==> src/rtl/autosym_eval_pipe.sv <==
// rtl/autosym_eval_pipe.sv - two-stage GF(2) projection + truth-table evaluator with drain-gated config
module autosym_eval_pipe #(
  parameter int N_IN  = 5,
  parameter int K_RED = 4,
  parameter int N_OUT = 1,
  parameter logic [N_OUT-1:0] OUT_INV = '0,
  localparam int TW    = 1 << K_RED,
  localparam int CFG_W = (N_IN > TW) ? N_IN : TW,
  localparam int AMAX  = (K_RED > N_OUT) ? K_RED : N_OUT,
  localparam int AW    = (AMAX <= 1) ? 1 : $clog2(AMAX)
) (
  input  logic             clk,
  input  logic             rst,
  input  logic             in_valid,
  output logic             in_ready,
  input  logic [N_IN-1:0]  in_x,
  output logic             out_valid,
  input  logic             out_ready,
  output logic [N_OUT-1:0] out_y,
  input  logic             cfg_req,
  output logic             cfg_ack,
  input  logic             cfg_we,
  input  logic             cfg_sel,
  input  logic [AW-1:0]    cfg_addr,
  input  logic [CFG_W-1:0] cfg_wdata
);

  typedef enum logic [1:0] {ST_RUN, ST_DRAIN, ST_CFG} state_t;

  state_t             state;
  state_t             state_nxt;
  logic               s1_v;
  logic               s2_v;
  logic [K_RED-1:0]   z;
  logic [K_RED-1:0]   z_nxt;
  logic [N_OUT-1:0]   y_nxt;
  logic [N_IN-1:0]    m   [K_RED];
  logic [TW-1:0]      tbl [N_OUT];
  logic               s1_adv;
  logic               s2_adv;
  logic               accept;
  logic               cfg_wr;

  // Elastic handshake: each stage moves when the stage after it can take its content.
  always_comb begin
    s2_adv   = !s2_v || out_ready;
    s1_adv   = !s1_v || s2_adv;
    in_ready = (state == ST_RUN) && s1_adv;
    accept   = in_valid && in_ready;
    cfg_ack  = (state == ST_CFG) && cfg_req;
    cfg_wr   = cfg_ack && cfg_we;
  end

  // Projection z = M*x over GF(2) and per-channel table lookup.
  always_comb begin
    z_nxt = '0;
    y_nxt = '0;
    for (int r = 0; r < K_RED; r++) begin
      z_nxt[r] = ^(m[r] & in_x);
    end
    for (int o = 0; o < N_OUT; o++) begin
      y_nxt[o] = tbl[o][z] ^ OUT_INV[o];
    end
  end

  // Config FSM state register.
  always_ff @(posedge clk or posedge rst) begin
    if (rst) begin
      state <= ST_RUN;
    end else begin
      state <= state_nxt;
    end
  end

  // Config FSM next state: drain the pipeline before opening the window.
  always_comb begin
    state_nxt = state;
    case (state)
      ST_RUN:   if (cfg_req) state_nxt = ST_DRAIN;
      ST_DRAIN: begin
        if (!cfg_req)          state_nxt = ST_RUN;
        else if (!s1_v && !s2_v) state_nxt = ST_CFG;
      end
      ST_CFG:   if (!cfg_req) state_nxt = ST_RUN;
      default:  state_nxt = ST_RUN;
    endcase
  end

  // Stage 1: capture the projected vector of an accepted sample.
  always_ff @(posedge clk or posedge rst) begin
    if (rst) begin
      s1_v <= 1'b0;
      z    <= '0;
    end else begin
      if (s1_adv) s1_v <= accept;
      if (accept) z    <= z_nxt;
    end
  end

  // Stage 2: table result; held while the sink stalls.
  always_ff @(posedge clk or posedge rst) begin
    if (rst) begin
      s2_v  <= 1'b0;
      out_y <= '0;
    end else if (s2_adv) begin
      s2_v <= s1_v;
      if (s1_v) out_y <= y_nxt;
    end
  end

  assign out_valid = s2_v;

  // Matrix rows and truth tables; unmatched addresses fall through untouched.
  always_ff @(posedge clk or posedge rst) begin
    if (rst) begin
      for (int r = 0; r < K_RED; r++) m[r] <= N_IN'(1 << r);
      for (int o = 0; o < N_OUT; o++) tbl[o] <= '0;
    end else if (cfg_wr) begin
      for (int r = 0; r < K_RED; r++) begin
        if (!cfg_sel && cfg_addr == AW'(r)) m[r] <= cfg_wdata[N_IN-1:0];
      end
      for (int o = 0; o < N_OUT; o++) begin
        if (cfg_sel && cfg_addr == AW'(o)) tbl[o] <= cfg_wdata[TW-1:0];
      end
    end
  end

endmodule

==> config.mk <==
export PLATFORM = sky130hd
export DESIGN_NAME = autosym_eval_pipe
export DESIGN_NICKNAME = d
export VERILOG_FILES = /design/src/rtl/autosym_eval_pipe.sv
export SDC_FILE = /design/constraint.sdc
export NUM_CORES = 1
export LEC_CHECK = 0
export BUFFER_PORTS_ARGS = -buffer_cell sky130_fd_sc_hd__buf_4
export CAP_MARGIN = 10
export CORE_ASPECT_RATIO = 0.9
export CORE_MARGIN = 4
export CORE_UTILIZATION = 45
export DETAILED_ROUTE_END_ITERATION = 7
export GPL_TIMING_DRIVEN = 1
export PLACE_DENSITY = 0.68
export SKIP_CTS_REPAIR_TIMING = 1
export SLEW_MARGIN = 20
export SYNTH_ARGS = -nofsm -noshare
export SYNTH_HDL_FRONTEND = slang
export SYNTH_SLANG_ARGS = --single-unit
==> constraint.sdc <==
create_clock -name clk -period 2 [get_ports clk]
set_clock_uncertainty 0.1 [all_clocks]
set_input_delay 0.4 -clock clk [delete_from_list [all_inputs] [get_ports clk]]
set_output_delay 0.4 -clock clk [all_outputs]
set_load 0.02 [all_outputs]
==> results of run 1 <==
==> per-stage QoR <==
step / total power [mW] / area, um2 / std cells
6_report: 2.15 / 2610 / 269
4_1_cts: 2.17 / 2610 / 269
2_1_floorplan: 1.46 / 2180 / 163
5_1_grt: 2.26 / 2610 / 269
3_3_place_gp: 1.61 / 2530 / 261
3_5_place_dp: 1.64 / 2530 / 261
==> cells by family after synthesis <==
logic type | Yosys count
XOR/XNOR | 12
multiplexers | 42
AO/OA/AOI/OAI | 9
buffers and inverters | 4
flip-flops | 45
AND/OR/NAND/NOR | 51
==> layer usage <==
layer	global-route usage, %	vias to the layer above	wire length [um]
li1	-	657	-
met1	18.9	693	1860
met2	24.5	29	2000
met3	5.08	4	196
met4	3.94	0	30
met5	0	-	0
==> cell type report <==
type | instances | area [um2] | area share (%)
Sequential cell | 45 | 1130 | 43.3
Multi-Input combinational cell | 114 | 1030 | 39.3
Timing Repair Buffer | 39 | 293 | 11.2
Clock buffer | 8 | 80.1 | 3.07
Tap cell | 62 | 77.6 | 2.97
Inverter | 1 | 3.75 | 0.144
==> power by group through the flow <==
stage / logic, mW / registers (mW) / clock network (mW)
after floorplan: 0.310 / 1.15 / 0
after global placement: 0.440 / 1.17 / 0
after detailed placement: 0.453 / 1.18 / 0
after CTS: 0.455 / 1.17 / 0.552
after global routing: 0.489 / 1.19 / 0.585
final: 0.447 / 1.16 / 0.537
==> worst max path at each step <==
stage | from | end | slack [ns]
CTS | state[0] | tbl[11] | 0.11
global route | state[0] | tbl[13] | 0.05
detailed placement | cfg_req | tbl[13] | 0.1
global placement | cfg_req | tbl[14] | 0.13
floorplan | state[0] | tbl[0] | 0.08
finish | state[0] | tbl[12] | 0.11
==> cell usage after synthesis <==
library cell,number
mux2_2,26
a2111oi_0,1
nor4b_2,2
nor4_1,1
dfstp_2,4
o2111ai_1,1
o21a_1,1
o211ai_1,1
nand3_1,3
inv_1,1
mux4_2,2
mux2_4,10
buf_2,1
and2_1,2
xnor2_1,4
a21oi_1,1
and3_1,1
xnor3_1,4
nand4b_4,1
xor2_1,4
clkbuf_1,1
nor4b_1,1
or4b_1,1
dfrtp_1,41
nand2_1,28
o21ai_0,4
or3_1,1
nand3b_1,2
nand2b_1,3
nor2b_1,2
buf_6,1
nor2_1,3
mux2i_1,4
==> worst min-delay path, stage by stage <==
cell and delay [ns]:
buf_4 0.10, inv_1 0.04, buf_4 0.46
==> registers in the layout (all words and copies together) (netlist names) <==
signal and flops:
state 2, z 4, s1_v 1, m 20
tbl 16, out_y 1, out_valid 1
==> results.json, run 1 <==
{
  "status": "complete, no violations",
  "dr_total_vias": 1383,
  "vias_per_cell": 5.14,
  "seq_area_frac_synth_pct": 51.8,
  "p_int_mw": 1.56,
  "synth_nets": 193,
  "worstPathCellList": "nand4b_4 > or4b_1 > buf_4 > mux2_4",
  "syn_inst": 163,
  "setup_viol": 0,
  "critPathKind": "reg2reg",
  "gp_congestion": 0.750,
  "cts_buffer_depth": 2,
  "clk_latency_ns": 0.29,
  "drv_cap": 0,
  "clkPwrFrac_pct": 25.0,
  "finalHoldViolCount": 0,
  "p_per_area_nw_per_um2": 823,
  "fin_util_pct": 57.1,
  "synth_compound_area_share_pct": 2.64,
  "core_um2": 4580,
  "setup_tns_ns": 0,
  "cellLeakagePower_nw": 1.30,
  "h-tree-depth": 2,
  "dieWidth_um": 81.4,
  "wl_per_cell_um": 15.2,
  "first_pass_iters": 4,
  "layout_commonest_cell": "dfrtp_1",
  "netlist_top_cells_area": "dfrtp_1 (47%), mux2_2 (13%), mux2_4 (6.9%)",
  "grt_pass1_vias": 1448,
  "cts_inserted_buffers": 5,
  "clockRootBuffer": "clkbuf_8",
  "grt_start_max_net_pins": 46,
  "yosys.cell_types.count": 33,
  "hold_ws_ns": 0.146,
  "ys_seq_elements": 45,
  "dpl.hpwl_mm": 3.12,
  "p_sw_share_pct": 27.6,
  "synth_top_area_share_pct": 47.0,
  "start_kind": "register",
  "design.die.area_um2": 6030,
  "postRouteAntennaNets": 0,
  "crit_buf_inv": 1,
  "rr_endpoint": "tbl[12]",
  "yosys.area_share.simple_pct": 12.9,
  "synth_top_family_by_area": "multiplexers",
  "fillers": 398,
  "critPathRequiredTime_ns": 2.08,
  "synthMuxAreaShare_pct": 24.2,
  "grt.overflow.total": 0,
  "yosys.area.top_type": "dfrtp_1",
  "hold_path.class": "in2async",
  "avgSynthCellArea_um2": 13.4,
  "seq_power_share_pct": 54.2,
  "cp_slowest_cell": "or4b_1",
  "clkTransAtPathRegs_ns": 0.08,
  "peakVddDrop_v": 0.000312,
  "synth_fa_ha_area_share_pct": 0,
  "max_freq_mhz": 530,
  "end_kind": "register",
  "rr_worst_depth": 4,
  "r2r_setup_slack_ns": 0.11,
  "worst-path-stages": 4,
  "reg2reg_from": "state[0]",
  "start_util_pct": 47.7,
  "post-route-period-util_pct": 94.3,
  "die_h_um": 74.1,
  "final_cell_mix": "dfrtp_1 (41), buf_4 (39), nand2_1 (28), mux2_2 (26), mux2_4 (10)",
  "power.switching_uw": 593,
  "drt-initial-drc-count": 65,
  "area_growth_pct": 19.7,
  "max_slew_margin_pct": 62.6,
  "grt_usage_pct": 14.9,
  "cp_top_family": "simple AND/OR/NAND/NOR gates",
  "io_buffer_count": 33,
  "ioPinCount": 34,
  "fin_crit_ns": 1.89,
  "path_max_fanout": 16,
  "routed_wl_mm": 4.09,
  "max_stage_delay_ns": 0.50,
  "drive_gt1_share_pct": 43.0,
  "antennaDiodeCount": 0,
  "nets": 236,
  "synth_xor_area_share_pct": 7.34,
  "slew_viol_final": 0,
  "syn-cell-area_um2": 2180,
  "tightest_slew_ns": 0.560,
  "pwr-share-comb_pct": 20.8,
  "dp_slack_ns": 0.0990,
  "yosys_warnings": 0,
  "std_cell_rows": 23,
  "rsz0062_at_grt": "no",
  "route.detailed.drc": 0,
  "antenna_found_initial": 0,
  "cts_num_sinks": 45,
  "fin_ws_ns": 0.113,
  "cts_tree": "yes",
  "grt_pass1_wl_mm": 6.62,
  "worstPathArrival_ns": 1.97
}
(Power assumes the default switching activity.)
==> inputs of run 2 (changes only) <==
- PLACE_DENSITY: 0.68 -> 0.69
==> results.json, run 2 (synthesis results as in run 1) <==
{
  "status": "complete, no violations",
  "largest_reg_flops": 20,
  "tightest_slew_ns": 0.564,
  "dieWidth_um": 81.4,
  "routed_wl_mm": 4.16,
  "grt.overflow.total": 0,
  "finalHoldViolCount": 0,
  "peakVddDrop_v": 0.000446,
  "clockRootBuffer": "clkbuf_8",
  "grt_pass1_wl_mm": 6.94,
  "p_int_mw": 1.59,
  "first_pass_iters": 4,
  "route.detailed.drc": 0,
  "antenna_found_initial": 0,
  "io_buffer_count": 33,
  "slew_viol_final": 0,
  "drive_gt1_share_pct": 44.4,
  "p_per_area_nw_per_um2": 841,
  "max_freq_mhz": 529,
  "area_growth_pct": 20.5,
  "seq_area_um2": 1130,
  "top_regs": "m x20, tbl x16, z x4",
  "drt-initial-drc-count": 118,
  "drv_cap": 0,
  "start_util_pct": 47.7,
  "cellLeakagePower_nw": 1.31,
  "start_kind": "register",
  "critPathRequiredTime_ns": 2.09,
  "ioPinCount": 34,
  "fin_crit_ns": 1.89,
  "clk_latency_ns": 0.30,
  "multi_input_area_um2": 1030,
  "clkTransAtPathRegs_ns": 0.08,
  "h-tree-depth": 2,
  "setup_tns_ns": 0,
  "clkPwrFrac_pct": 27.0,
  "antennaDiodeCount": 0,
  "cts_buffer_depth": 2,
  "critPathKind": "reg2reg",
  "final_cell_mix": "dfrtp_1 (41), buf_4 (39), nand2_1 (28), mux2_2 (26), mux2_4 (10)",
  "post-route-period-util_pct": 94.5,
  "hold_path.class": "in2async",
  "grt_start_max_net_pins": 46,
  "grt_usage_pct": 15.5,
  "regMostFlops": "m",
  "die_h_um": 74.1,
  "p_total_mw": 2.21,
  "end_kind": "register",
  "core_um2": 4580,
  "design.die.area_um2": 6030,
  "dpl.hpwl_mm": 3.10,
  "cts_tree": "yes",
  "path_max_fanout": 16,
  "vias_per_cell": 5.13,
  "postRouteAntennaNets": 0,
  "grt_pass1_vias": 1473,
  "cts_inserted_buffers": 5,
  "gp_congestion": 0.808,
  "fillers": 382,
  "p_sw_share_pct": 28.2,
  "pwr-share-comb_pct": 20.4,
  "layout_commonest_cell": "dfrtp_1",
  "power.switching_uw": 624,
  "nets": 236,
  "setup_viol": 0,
  "rsz0062_at_grt": "no",
  "seq_power_share_pct": 52.7,
  "worstPathArrival_ns": 1.99,
  "cts_num_sinks": 45,
  "std_cell_rows": 23,
  "dr_total_vias": 1379,
  "max_slew_margin_pct": 62.4,
  "wl_per_cell_um": 15.5
}
[run 2: cell count changes in the layout (fill, tap and decap cells not counted), sizes merged]
cell,before,now
clkinv,0,2
clkbuf,8,6
[run 2: critical path, cell delays in order, from the launching register on]
cell and delay [ns]:
dfrtp_1 0.43, nand4b_4 0.18, or4b_1 0.51, buf_4 0.23
mux2_4 0.32
[run 2: path summary, 6_finish.rpt]
check,startpoint,to,slack [ns],cells past startpoint
setup / recovery,state[0],tbl[11],0.11,4
hold / removal,rst,state[1],0.14,3
max in group asynchronous,rst,m[7],1.28,3
setup reg to reg,state[0],tbl[11],0.11,4
min in group clk,cfg_wdata[14],tbl[14],0.22,2
hold reg to reg,m[17],m[17],0.41,1
[run 2: power groups by stage]
stage	Clock [mW]	Combinational, mW	Sequential (mW)
6_report	0.596	0.450	1.16
3_5_place_dp	0	0.455	1.18
5_1_grt	0.639	0.498	1.19
4_1_cts	0.606	0.457	1.17
2_1_floorplan	0	0.310	1.15
3_3_place_gp	0	0.442	1.17
[run 2: cell type report]
| cell class | count | area share (%) |
|---|---|---|
| clock inverter | 2 | 0.524 |
| tap | 62 | 2.95 |
| timing repair buffer | 39 | 11.1 |
| multi-input combinational | 114 | 39.1 |
| inverter | 1 | 0.143 |
| clock buffer | 6 | 3.14 |
| sequential | 45 | 43.0 |
[run 2: routing by layer]
metal  track usage [%]  up-vias  share of wire [%]
li1                  -      656                  -
met1              19.7      689                 45
met2              25.2       27                 48
met3              4.00        7                4.8
met4              6.75        0                1.8
met5                 0        -                  0
[run 2: stage by stage]
stage	util (%)	cell area, um2	hold slack [ns]	instances	setup slack [ns]
2_1_floorplan	-	2180	0.357	163	0.0807
3_3_place_gp	55.3	2530	0.389	261	0.127
3_5_place_dp	55.3	2530	0.392	261	0.100
4_1_cts	57.5	2630	0.158	269	0.0992
5_1_grt	57.5	2630	0.195	269	0.0385
6_report	57.5	2630	0.136	269	0.109
==> inputs of run 3 (changes only) <==
- CORE_ASPECT_RATIO: 0.9 -> 1.1
==> results.json, run 3 (synthesis results as in run 1) <==
{
  "drt-initial-drc-count": 77,
  "clk_latency_ns": 0.29,
  "nets": 236,
  "vias_per_cell": 5.28,
  "top_regs": "m x20, tbl x16, z x4",
  "r2r_setup_slack_ns": 0.1,
  "clkTransAtPathRegs_ns": 0.09,
  "largest_reg_flops": 20,
  "hold_ws_ns": 0.139,
  "startpoint": "state[0]",
  "cts_num_sinks": 45,
  "worstPathArrival_ns": 1.98,
  "final_cell_mix": "dfrtp_1 (41), buf_4 (39), nand2_1 (28), mux2_2 (26), mux2_4 (10)",
  "cts_inserted_buffers": 5,
  "max_slew_margin_pct": 63.6,
  "cellLeakagePower_nw": 1.33,
  "rr_worst_depth": 4,
  "cp_slowest_cell": "or4b_1",
  "postRouteAntennaNets": 0,
  "grt_pass1_wl_mm": 7.16,
  "cts_tree": "yes",
  "area_growth_pct": 21.8,
  "critPathRequiredTime_ns": 2.08,
  "wl_per_cell_um": 17.0,
  "final_cell_area_um2": 2660,
  "status": "complete, no violations",
  "peakVddDrop_v": 0.000511,
  "grt_usage_pct": 16.0,
  "setup_viol": 0,
  "dpl.hpwl_mm": 3.30,
  "critPathKind": "reg2reg",
  "gp_congestion": 0.793,
  "start_kind": "register",
  "dr_total_vias": 1389,
  "ioPinCount": 34,
  "cts_buffer_depth": 2,
  "first_pass_iters": 4,
  "max_freq_mhz": 526,
  "core_um2": 4680,
  "reg2reg_from": "state[0]",
  "clockRootBuffer": "clkbuf_8",
  "drive_gt1_share_pct": 44.4,
  "tightest_slew_ns": 0.546,
  "layout_commonest_cell": "dfrtp_1",
  "grt_pass1_vias": 1569,
  "antenna_found_initial": 0,
  "routed_wl_mm": 4.47,
  "p_per_area_nw_per_um2": 912,
  "fillers": 396,
  "p_total_mw": 2.42,
  "setup_tns_ns": 0,
  "design.die.area_um2": 6030,
  "instances_no_fill": 263,
  "rr_endpoint": "tbl[1]",
  "worstPathCellList": "nand4b_4 > or4b_1 > buf_4 > mux2_4",
  "crit_buf_inv": 1,
  "slew_viol_final": 0,
  "rsz0062_at_grt": "no",
  "antennaDiodeCount": 0,
  "post-route-period-util_pct": 95.1,
  "hold_path.class": "in2async",
  "path_max_fanout": 16,
  "cp_top_family": "simple AND/OR/NAND/NOR gates",
  "dieWidth_um": 74.4,
  "placed_cell_area_um2": 2520,
  "std_cell_rows": 26,
  "grt.overflow.total": 0,
  "route.detailed.drc": 0,
  "die_h_um": 81.0,
  "max_stage_delay_ns": 0.50,
  "worst-path-stages": 4,
  "h-tree-depth": 2,
  "finalHoldViolCount": 0,
  "start_util_pct": 46.6,
  "drv_cap": 0,
  "fin_crit_ns": 1.90,
  "crit_end": "tbl[1]",
  "io_buffer_count": 33,
  "end_kind": "register",
  "grt_start_max_net_pins": 46,
  "regMostFlops": "m",
  "dp.cells": 255
}
run 3: changes by cell type in the layout (fill, tap and decap cells not counted), sizes merged:
cell,previous run,this run
clkbuf,6,5
bufinv,0,2
clkinv,2,1
run 3: tightest hold or removal path, stage by stage:
cell and delay (ns):
buf_4 0.10, inv_1 0.04, buf_4 0.45
run 3: final cells by class:
cell class,count,area (um2),area share (%)
clock buffers,5,68.8,2.59
clock inverters,3,65.1,2.45
inverters,1,3.75,0.141
multi-input cells,114,1030,38.6
flip-flops and latches,45,1130,42.5
well taps,56,70.1,2.64
repair buffers,39,293,11.0
run 3: worst min-delay path by stage:
stage                 start  endpoint  slack [ns]  depth (start not counted)
global placement    tbl[10]   tbl[10]        0.38                          1
global route            rst     out_y        0.20                          3
CTS                     rst   tbl[12]        0.17                          3
detailed placement     m[0]      m[0]        0.39                          1
floorplan              z[3]      z[3]        0.36                          2
finish                  rst   tbl[12]        0.14                          3
run 3: metrics by stage:
step | util [%] | worst slack, ns
after global placement | 53.9 | 0.124
final | 56.8 | 0.0989
after floorplan | - | 0.0807
after CTS | 56.8 | 0.0895
after global routing | 56.8 | 0.0424
after detailed placement | 53.9 | 0.105
run 3: layer usage:
layer	up-vias	routed length, um	share of wire (%)	track usage [%]
li1	656	-	-	-
met1	683	1830	41	18.3
met4	0	161	3.6	9.79
met5	-	0	0	0
met2	35	2260	51	27.2
met3	15	218	4.9	3.22
run 3: where the power goes:
part | switching, mW | internal [mW]
registers | 0.130 | 1.04
logic | 0.186 | 0.265
clock network | 0.306 | 0.496
